==> src/rtl/pipeline_pkg.sv <==
// Shared pipeline definitions used by the fetch and decode stages and by the
// hazard and forwarding blocks.
package pipeline_pkg;

  localparam int          XLEN_DEF  = 32;
  localparam logic [31:0] NOP_INSTR = 32'h0000_0013;

  typedef struct packed {
    logic [XLEN_DEF-1:0] pc;
    logic [XLEN_DEF-1:0] instr;
    logic                valid;
  } if_id_t;

endpackage

==> src/rtl/pc_reg.sv <==
// Program counter register. Priority from highest to lowest: reset, flush
// redirect (word aligned), advance by one instruction, hold.
module pc_reg
  import pipeline_pkg::*;
#(
  parameter int          XLEN     = XLEN_DEF,
  parameter logic [XLEN-1:0] RESET_PC = '0
) (
  input  logic            clk,
  input  logic            rst,
  input  logic            flush,
  input  logic            pc_write,
  input  logic [XLEN-1:0] branch_target,
  output logic [XLEN-1:0] pc
);

  logic [XLEN-1:0] pc_r;

  // PC update; the add wraps naturally at the top of the address space
  always_ff @(posedge clk) begin
    if (rst) begin
      pc_r <= RESET_PC;
    end else if (flush) begin
      pc_r <= {branch_target[XLEN-1:2], 2'b00};
    end else if (pc_write) begin
      pc_r <= pc_r + XLEN'(4);
    end else begin
      pc_r <= pc_r;
    end
  end

  assign pc = pc_r;

endmodule

==> src/rtl/if_stage.sv <==
// Fetch stage: owns the PC, addresses instruction memory and holds the IF/ID
// pipeline register plus saturating stall and flush event counters.
module if_stage
  import pipeline_pkg::*;
#(
  parameter int              XLEN     = XLEN_DEF,
  parameter logic [XLEN-1:0] RESET_PC = 32'h0000_0000,
  parameter int              CNT_W    = 16
) (
  input  logic             clk,
  input  logic             rst,
  input  logic             pc_write,
  input  logic             if_id_write,
  input  logic             flush,
  input  logic [XLEN-1:0]  branch_target,
  output logic [XLEN-1:0]  imem_addr,
  input  logic [XLEN-1:0]  imem_rdata,
  output logic [XLEN-1:0]  if_id_pc,
  output logic [XLEN-1:0]  if_id_instr,
  output logic             if_id_valid,
  output logic [CNT_W-1:0] stall_count,
  output logic [CNT_W-1:0] flush_count
);

  localparam logic [CNT_W-1:0] CNT_MAX = '1;

  logic [XLEN-1:0]  pc_s;
  logic [XLEN-1:0]  if_id_pc_r;
  logic [XLEN-1:0]  if_id_instr_r;
  logic             if_id_valid_r;
  logic [CNT_W-1:0] stall_count_r;
  logic [CNT_W-1:0] flush_count_r;
  logic             stall_event_s;

  pc_reg #(
    .XLEN     (XLEN),
    .RESET_PC (RESET_PC)
  ) u_pc_reg (
    .clk           (clk),
    .rst           (rst),
    .flush         (flush),
    .pc_write      (pc_write),
    .branch_target (branch_target),
    .pc            (pc_s)
  );

  assign imem_addr     = pc_s;
  // A stall cycle is one where the PC is frozen and no redirect is pending
  assign stall_event_s = !flush && !pc_write;

  // IF/ID register: a flush squashes even while the register is held
  always_ff @(posedge clk) begin
    if (rst || flush) begin
      if_id_pc_r    <= '0;
      if_id_instr_r <= XLEN'(NOP_INSTR);
      if_id_valid_r <= 1'b0;
    end else if (if_id_write) begin
      if_id_pc_r    <= pc_s;
      if_id_instr_r <= imem_rdata;
      if_id_valid_r <= 1'b1;
    end else begin
      if_id_pc_r    <= if_id_pc_r;
      if_id_instr_r <= if_id_instr_r;
      if_id_valid_r <= if_id_valid_r;
    end
  end

  // Saturating event counters, cleared only by reset
  always_ff @(posedge clk) begin
    if (rst) begin
      stall_count_r <= '0;
      flush_count_r <= '0;
    end else begin
      if (stall_event_s && (stall_count_r != CNT_MAX)) begin
        stall_count_r <= stall_count_r + CNT_W'(1);
      end else begin
        stall_count_r <= stall_count_r;
      end
      if (flush && (flush_count_r != CNT_MAX)) begin
        flush_count_r <= flush_count_r + CNT_W'(1);
      end else begin
        flush_count_r <= flush_count_r;
      end
    end
  end

  assign if_id_pc    = if_id_pc_r;
  assign if_id_instr = if_id_instr_r;
  assign if_id_valid = if_id_valid_r;
  assign stall_count = stall_count_r;
  assign flush_count = flush_count_r;

endmodule

==> config.mk <==
export PLATFORM = sky130hd
export DESIGN_NAME = if_stage
export DESIGN_NICKNAME = d
export VERILOG_FILES = /design/src/rtl/pipeline_pkg.sv /design/src/rtl/pc_reg.sv /design/src/rtl/if_stage.sv
export SDC_FILE = /design/constraint.sdc
export NUM_CORES = 1
export LEC_CHECK = 0
export ABC_AREA = 1
export BUFFER_PORTS_ARGS = -buffer_cell sky130_fd_sc_hd__buf_4
export CAP_MARGIN = 5
export CORE_ASPECT_RATIO = 1.1
export CORE_MARGIN = 1.5
export CORE_UTILIZATION = 55
export DETAILED_ROUTE_END_ITERATION = 6
export PLACE_DENSITY = 0.88
export RECOVER_POWER = 100
export SLEW_MARGIN = 20
export SYNTH_ARGS = -nofsm -noshare
export SYNTH_HDL_FRONTEND = slang
export SYNTH_HIERARCHICAL = 1
export SYNTH_SLANG_ARGS = --single-unit
==> constraint.sdc <==
create_clock -name clk -period 2.24 [get_ports clk]
set_input_delay 0.448 -clock clk [delete_from_list [all_inputs] [get_ports clk]]
set_output_delay 0.448 -clock clk [all_outputs]
set_load 0.03 [all_outputs]
==> impl_metrics.toml <==
[floorplanning]
start_util = 0.564
die_area_um2 = 11800
num_io_pins = 198
die_outline_height_um = 114
floorplan.die.width_um = 104
design.core.area_um2 = 10900
num_rows = 40

[power]
power_switching_share = 0.268
power_switching_w = 0.00152
pwr-share-seq = 0.428
cellPowerDensity_nw_per_um2 = 735
intPower_w = 0.00414
power.static_leakage_nw = 2.94
p_clk_frac = 0.470
combPwrFrac = 0.102
power.ir.vdd_worst_uv = 589

[worst_setup_path]
cpLargestDelayFamily = "simple AND/OR/NAND/NOR gates"
endpoint_kind = "flop"
worst_path_max_delay_cell = "dfxtp_1"
critical_path_max_stage_delay_ps = 470
critical_path.startpoint = "u_pc_reg/pc[3]"
reg2regPathDepth = 9
cp.required_ps = 2580
timing.critical_path.cells = "ha_1, nand2_2, nor2_1, nand2_4, nor2_4, nand2_1, nand2_1, nand3_1, a21oi_1"
r2r_slack_ps = 310
critical_path.most_common_cell = "nand2_1"
worst-path-buf-inv = 0
rr_endpoint = "u_pc_reg/pc[30]"
start_kind = "flop"
reg2reg_from = "u_pc_reg/pc[3]"
critical_path.max_fanout = 6
cp_data_arrival_time_ps = 2270
critical_path.endpoint = "u_pc_reg/pc[30]"
crit_cells = 9
worstSetupPathType = "flop to flop"

[cells_and_area]
num-nets-final = 1159
filler_cell_count = 1039
postLayoutCellArea_um2 = 7710
final_layout_size_suffix_gt1_frac = 0.123
postLayoutCoreUtil = 0.710
post_layout_nonfiller_instances = 1247
syn2layout_area_growth_pct = 25.9
num_antenna_cells = 0

[timing]
min_period_over_period = 0.860
fin_setup_tns_ps = 0
skew_ps = 6.13
rsz0062_at_grt = "false"
max_slew.worst_pin.slew_ps = 1030
finalCriticalPeriod_ps = 1930
timing.max_slew.rel_slack = 0.314
report.final.hold_viol_count = 0
achievable-frequency_ghz = 0.519
drv_slew = 0
finalSetupViolations = 0

[grt]
overflow = 0
grt_antenna_before_repair = 0
gr-usage-all-layers = 0.299
grt_pass1_vias = 5986
grt_first_pass_wirelength_um = 28300
maximum_number_of_pins_on_one_net_before_global_route_repair = 55

[detailed_routing]
detail_route.drc_violations = 0
detail-route-antenna-nets = 0
route.vias.total = 6682
drt-initial-drc-count = 427
detail_route.vias_per_cell = 5.36
drt-total-wl_um = 17800
detail_route.wl_per_cell_um = 14.3
drt_pass1_iterations = 5

[placed_design]
place_inst = 1215
buffer_ports.inserted = 193
place_area_um2 = 7650
dpl.hpwl_um = 12300
gpl.final_weighted_congestion = 0.911

[clocking]
clock-sinks = 127
cts_tree = "done"
post-cts-setup-buffer-count = 0
numCtsBuffers = 17
clock_tree.root_cell = "clkbuf_16"
htree_num_levels = 4
ctsResizeCount = 0
cts_hold_buffers = 0
cts_buffer_depth = 2
cts.clk_slew.worst_paths_ps = 60
clock_insertion_delay_worst_skew_ps = 420

[logic_synthesis]
synthesis.area_um2 = 6120
syn_avg_cell_area_um2 = 6.77
post_synth_inst_count = 904
ys_ff_latch = 127
yosysUniqueCellTypes = 29
yosysSeqAreaShare = 0.415
synthesis.yosys.warnings = 6

[flow_run]
maxCapViolations = 0

[hold_path]
worst_hold_path.num_cells = 3
timing.hold.worst.class = "input port to flop"

[outcome]
status = "finished clean"
## Yosys cell counts
cell      instances  area [µm²]
a21oi_1         108         541
a21oi_2           3        26.3
a22oi_1          20         150
a31oi_1           5        31.3
and2_1            3        18.8
buf_2             5        25.0
buf_4             6        45.0
buf_6             3        33.8
clkbuf_1         24        90.1
conb_1            1        3.75
dfxtp_1         127        2540
ha_1              3        37.5
inv_1            48         180
inv_2             5        18.8
nand2_1         300        1130
nand2_2          10        62.6
nand2_4           2        22.5
nand3_1          69         345
nand3_2           3        30.0
nand4_1           4        25.0
nand4_2           2        25.0
nor2_1          117         439
nor2_2            2        12.5
nor2_4           15         169
nor3_1            1        5.00
o21ai_0           9        45.0
o21bai_1          2        15.0
or2_1             2        12.5
xor2_1            5        43.8
## worst reg2reg max path, cell delays in order (launching register included)
cell,delay (ps)
dfxtp_1,470
ha_1,270
nand2_2,60
nor2_1,360
nand2_4,140
nor2_4,150
nand2_1,70
nand2_1,50
nand3_1,90
a21oi_1,200
## placed cells by master (no fill, tap or decap), types with 3 or more instances in the layout
master	Yosys	layout
inv_1	48	52
a21oi_1	108	108
ha_1	3	3
nand2_1	300	301
clkbuf_8	0	3
o21ai_0	9	9
clkinvlp_4	0	3
nor2_4	15	12
xor2_1	5	5
nand3_1	69	71
nand4_1	4	4
clkbuf_1	24	129
clkinv_4	0	3
dfxtp_1	127	127
buf_4	6	70
a31oi_1	5	5
a21oi_2	3	3
a22oi_1	20	20
nor2_1	117	121
nand2_2	10	9
clkbuf_16	0	17
and2_1	3	3
## routing by layer
metal	up-vias	track usage	routed length, µm
met1	3058	0.347	7090
met2	285	0.518	8790
li1	3289	-	-
met5	-	0	0
met4	0	0.142	540
met3	50	0.0800	1410
## worst min path at each step
| stage | start | endpoint | slack [ps] |
|---|---|---|---|
| after floorplan | rst | flush_count[12] | 520 |
| after global placement | if_id_instr[4] | if_id_instr[4] | 440 |
| after detailed placement | if_id_instr[5] | if_id_instr[5] | 450 |
| after CTS | imem_rdata[1] | if_id_instr[1] | 230 |
| after global routing | imem_rdata[0] | if_id_instr[0] | 250 |
| final | imem_rdata[1] | if_id_instr[1] | 250 |
## layout make-up
cell class | count | area, µm² | share of cell area
Inverter | 53 | 199 | 0.0258
Clock inverter | 11 | 106 | 0.0138
Multi-Input combinational cell | 687 | 3150 | 0.409
Sequential cell | 127 | 2540 | 0.330
Timing Repair Buffer | 201 | 1050 | 0.136
Clock buffer | 21 | 470 | 0.0610
Tap cell | 147 | 184 | 0.0239
## cell families after synthesis
group | count (synthesis) | share of synthesized area
buf+inv | 91 | 0.0642
flops | 127 | 0.415
other cells | 1 | 0.000613
xor+xnor | 5 | 0.00715
compound gates | 147 | 0.132
simple gates | 530 | 0.375
fa+ha+maj | 3 | 0.00613
## per-stage QoR
step	setup slack [ps]	power, W	hold slack [ps]
floorplan	596	0.00282	517
global placement	462	0.00309	443
detailed placement	435	0.00310	453
CTS	449	0.00575	235
global route	182	0.00586	248
finish	313	0.00566	250
## power by group through the flow
stage	Sequential [W]	Combinational (W)	Clock [W]
after floorplan	0.00258	0.000242	0
after global placement	0.00247	0.000624	0
after detailed placement	0.00247	0.000633	0
after CTS	0.00242	0.000637	0.00269
after global routing	0.00243	0.000628	0.00280
final	0.00242	0.000580	0.00266
No activity file was read; power rests on OpenSTA's default activity.
